### src/rtl/mem_arbiter.sv
// mem_arbiter: grants one fetch or data transaction at a time to a single fixed-latency memory.
// Define MEMARB_RR_EN for round-robin arbitration; otherwise data always beats fetch.
module mem_arbiter #(
  parameter int ADDR_W  = 16,
  parameter int DATA_W  = 16,
  parameter int MEM_LAT = 4
) (
  input  logic              clk,
  input  logic              rst,
  input  logic              if_req,
  input  logic [ADDR_W-1:0] if_addr,
  output logic [DATA_W-1:0] if_rdata,
  output logic              if_ready,
  input  logic              d_req,
  input  logic              d_wr,
  input  logic [ADDR_W-1:0] d_addr,
  input  logic [DATA_W-1:0] d_wdata,
  output logic [DATA_W-1:0] d_rdata,
  output logic              d_ready,
  output logic              mem_en,
  output logic              mem_wr,
  output logic [ADDR_W-1:0] mem_addr,
  output logic [DATA_W-1:0] mem_wdata,
  input  logic [DATA_W-1:0] mem_rdata,
  output logic              stall_if,
  output logic              stall_d
);
  typedef enum logic [1:0] {IDLE, BUSY, DONE} state_t;
  state_t state_q, state_d;
  logic [3:0] cnt_q, cnt_d;
  logic own_q, own_d;
  logic mem_en_q, mem_en_d, mem_wr_q, mem_wr_d;
  logic [ADDR_W-1:0] mem_addr_q, mem_addr_d;
  logic [DATA_W-1:0] mem_wdata_q, mem_wdata_d, if_rdata_q, if_rdata_d, d_rdata_q, d_rdata_d;
  logic if_ready_q, if_ready_d, d_ready_q, d_ready_d;
  logic gnt_data;
`ifdef MEMARB_RR_EN
  logic last_q, last_d;
  assign gnt_data = d_req & (~if_req | ~last_q);
`else
  assign gnt_data = d_req;
`endif
  always_comb begin
    state_d     = state_q;
    cnt_d       = cnt_q;
    own_d       = own_q;
    mem_en_d    = 1'b0;
    mem_wr_d    = mem_wr_q;
    mem_addr_d  = mem_addr_q;
    mem_wdata_d = mem_wdata_q;
    if_rdata_d  = if_rdata_q;
    d_rdata_d   = d_rdata_q;
    if_ready_d  = 1'b0;
    d_ready_d   = 1'b0;
`ifdef MEMARB_RR_EN
    last_d      = last_q;
`endif
    if (state_q == IDLE && (if_req || d_req)) begin
      state_d     = BUSY;
      own_d       = gnt_data;
      cnt_d       = 4'(MEM_LAT);
      mem_en_d    = 1'b1;
      mem_wr_d    = gnt_data & d_wr;
      mem_addr_d  = gnt_data ? d_addr : if_addr;
      mem_wdata_d = gnt_data ? d_wdata : '0;
`ifdef MEMARB_RR_EN
      last_d      = gnt_data;
`endif
    end else if (state_q == BUSY) begin
      cnt_d = cnt_q - 4'd1;
      if (cnt_q == 4'd1) begin
        state_d    = DONE;
        if_rdata_d = own_q ? if_rdata_q : mem_rdata;
        d_rdata_d  = (own_q && !mem_wr_q) ? mem_rdata : d_rdata_q;
        if_ready_d = ~own_q;
        d_ready_d  = own_q;
      end
    end else if (state_q == DONE) begin
      state_d = IDLE;
    end
  end
  always_ff @(posedge clk or posedge rst) begin
    if (rst) begin
      state_q     <= IDLE;
      cnt_q       <= '0;
      own_q       <= 1'b0;
      mem_en_q    <= 1'b0;
      mem_wr_q    <= 1'b0;
      mem_addr_q  <= '0;
      mem_wdata_q <= '0;
      if_rdata_q  <= '0;
      d_rdata_q   <= '0;
      if_ready_q  <= 1'b0;
      d_ready_q   <= 1'b0;
`ifdef MEMARB_RR_EN
      last_q      <= 1'b0;
`endif
    end else begin
      state_q     <= state_d;
      cnt_q       <= cnt_d;
      own_q       <= own_d;
      mem_en_q    <= mem_en_d;
      mem_wr_q    <= mem_wr_d;
      mem_addr_q  <= mem_addr_d;
      mem_wdata_q <= mem_wdata_d;
      if_rdata_q  <= if_rdata_d;
      d_rdata_q   <= d_rdata_d;
      if_ready_q  <= if_ready_d;
      d_ready_q   <= d_ready_d;
`ifdef MEMARB_RR_EN
      last_q      <= last_d;
`endif
    end
  end
  assign mem_en    = mem_en_q;
  assign mem_wr    = mem_wr_q;
  assign mem_addr  = mem_addr_q;
  assign mem_wdata = mem_wdata_q;
  assign if_rdata  = if_rdata_q;
  assign d_rdata   = d_rdata_q;
  assign if_ready  = if_ready_q;
  assign d_ready   = d_ready_q;
  assign stall_if  = if_req & ~if_ready_q;
  assign stall_d   = d_req & ~d_ready_q;
endmodule

### config.mk
export PLATFORM = sky130hd
export DESIGN_NAME = mem_arbiter
export DESIGN_NICKNAME = d
export VERILOG_FILES = /design/src/rtl/mem_arbiter.sv
export SDC_FILE = /design/constraint.sdc
export NUM_CORES = 1
export LEC_CHECK = 0
export BUFFER_PORTS_ARGS = -buffer_cell sky130_fd_sc_hd__buf_2
export CAP_MARGIN = 10
export CORE_UTILIZATION = 52
export CTS_BUF_LIST = sky130_fd_sc_hd__clkbuf_8
export CTS_CLUSTER_DIAMETER = 80
export DETAILED_ROUTE_END_ITERATION = 16
export PLACE_DENSITY_LB_ADDON = 0.1
export REMOVE_ABC_BUFFERS = 1
export SYNTH_ARGS = -nofsm -noshare
export SYNTH_HDL_FRONTEND = slang
export SYNTH_SLANG_ARGS = --single-unit
### constraint.sdc
create_clock -name clk -period 4.3 [get_ports clk]
set_clock_uncertainty 0.05 [all_clocks]
set_input_delay 0.86 -clock clk [delete_from_list [all_inputs] [get_ports clk]]
set_output_delay 0.86 -clock clk [all_outputs]
set_load 0.02 [all_outputs]
==> summary.txt <==
hold path cells -> 1
Core Area -> 5640 µm²
DRC errors left -> 0
cts bufs inserted -> 9
Max FO, Critical Path -> 20
Pwr Density -> 791 nW/µm²
most common cell after layout, fill and taps aside -> buf_2
DP Wirelength -> 4.39 mm
Yosys reg bits -> 75
Vias/cell -> 5.19
Post-Route WL -> 6.15 mm
critical path class -> in -> out
setup TNS -> 0 ps
Post-CTS Resized -> 0
worst reg2reg path depth -> 3
syn avg cell area -> 15.6 µm²
Die Y -> 79.3 µm
Worst setup EP type -> output port
Post-CTS Setup Inserts -> 0
worst r2r src -> state_q[0]$_DFFE_PP0P_
critical path startpoint category -> input pin
CTS Buffer Depth -> 2
DR vias -> 2,164
Slew @ Worst Pin -> 783 ps
later-pin clock latency in the skew report -> 330 ps
first-pass GRT wire length -> 9.64 mm
Area Overhead vs Synth -> 30.2%
total track usage -> 0.203
RSZ-0062 raised after global routing -> no
Unique masters post-synth -> 29
final-layout fill cell count -> 420
wire per inst -> 14.7 µm
I/O pins -> 139
fin nets -> 412
Starting Density -> 0.550
Final min period -> 2480 ps
die area -> 6280 µm²
pin count of the biggest net entering global routing -> 34
commonest cells after routing, fill and taps aside -> 138 x buf_2, 75 x dfrtp_1, 55 x mux2_2, 18 x a22o_1, 11 x clkbuf_8
vias in the first global route -> 2,104
Worst R2R End -> d_rdata[6]$_DFFE_PP0P_
Initial DRC Count -> 85
fin. max-slew vios -> 0
Final Wtd Congestion -> 0.738
Die Wd -> 79.3 µm
Total Power -> 3200 µW
clock slew at reported path FFs -> 70 ps
worst reg2reg setup slack -> 2150 ps
Tcrit/Tclk final -> 0.577
DRT antenna net count -> 0
Worst VDD drop -> 0.412 mV
Buffers on Ports -> 138
Async SR Flop Fraction -> 1.00
Seq/Total Area, Yosys -> 0.605
Hold-fix buffers, CTS -> 0
MaxCap Viol Count -> 0
Post-synth EDFFs -> 0
layout cells sized above 1 -> 0.655
Worst Setup EP -> stall_d
Setup violations, final -> 0
Final Instance Area -> 4040 µm²
Worst Setup SP -> d_req
Syn Std Cell Area -> 3100 µm²
root buffer cell -> clkbuf_8
Std-Cell Rows -> 27
Lkg Pwr -> 0.00209 µW
CTS H-Tree Depth -> 3
Sink Count -> 75
final hold vios -> 0
Synth Instances -> 199
WP data required -> 3390 ps
antenna fix cells -> 0
initial antenna violation count -> 0
fmax -> 0.403 GHz
CTS tree -> built
most common flop cell mapped by yosys -> dfrtp_1
area post-placement -> 3840 µm²
status -> complete, no violations
total grt overflow -> 0
Slew headroom -> 0.478
First-pass DRT Iterations -> 4
Ys Warns -> 0
Critical Path AT -> 1570 ps
Hold Crit Class -> reg -> reg
[power breakdown]
group	internal (µW)	switching, µW
clock network	296	244
logic	632	784
registers	1050	188
[synth_stat cells (2+ instances only)]
cell / instances / area, µm²
dfrtp_1: 75 / 1880
and3_1: 2 / 12.5
buf_6: 2 / 22.5
nor2b_1: 3 / 18.8
buf_4: 2 / 15.0
buf_2: 4 / 20.0
a21o_1: 2 / 15.0
a22o_1: 18 / 158
ha_1: 2 / 25.0
mux2_2: 55 / 619
mux2_4: 10 / 150
nand2_1: 3 / 11.3
inv_1: 5 / 18.8
[critical path, stage by stage]
cell and delay [ps]:
buf_2 350, nor2b_1 180, buf_2 170
[worst min-delay path by stage]
stage                              start                        end  slack [ps]
6_report         if_rdata[6]$_DFFE_PP0P_    if_rdata[6]$_DFFE_PP0P_         450
5_1_grt         if_rdata[15]$_DFFE_PP0P_   if_rdata[15]$_DFFE_PP0P_         460
4_1_cts         if_rdata[15]$_DFFE_PP0P_   if_rdata[15]$_DFFE_PP0P_         450
3_5_place_dp   mem_wdata[14]$_DFFE_PP0P_  mem_wdata[14]$_DFFE_PP0P_         440
3_3_place_gp     d_rdata[13]$_DFFE_PP0P_    d_rdata[13]$_DFFE_PP0P_         430
2_1_floorplan     state_q[1]$_DFFE_PP0P_     state_q[1]$_DFFE_PP0P_         470
[flip-flops by register name, summed over array words and instances, names as in the netlist, 2 cells and up]
signal / count
mem_wdata: 16
d_rdata: 16
if_rdata: 16
mem_addr: 16
state_q: 2
cnt_q: 4
[stage by stage]
step	worst slack (ps)	util	cells	hold slack (ps)
global route	1730	0.716	417	460
finish	1820	0.716	417	452
detailed placement	1570	0.680	402	436
floorplan	1480	-	190	470
global placement	1640	0.680	402	433
CTS	1810	0.716	417	454
[kinds of logic after synthesis]
logic type | share of synthesized area
xor+xnor | 0.00282
fa+ha+maj | 0.00806
buf+inv | 0.0270
simple gates | 0.0407
flops | 0.605
compound gates | 0.0685
mux | 0.248
[area by class of cell]
cell class | instances | area (µm²) | share of cell area
Clock buffer | 11 | 151 | 0.0375
Multi-Input combinational cell | 109 | 1140 | 0.283
Sequential cell | 75 | 1880 | 0.465
Inverter | 6 | 22.5 | 0.00558
Clock inverter | 4 | 50.0 | 0.0124
Timing Repair Buffer | 140 | 706 | 0.175
Tap cell | 72 | 90.1 | 0.0223
[metal layers]
metal,track usage,wire length [µm]
met5,0,0
met4,0.0727,61
met3,0.0621,395
met2,0.333,3000
met1,0.256,2690
No activity file was read; power rests on OpenSTA's default activity.
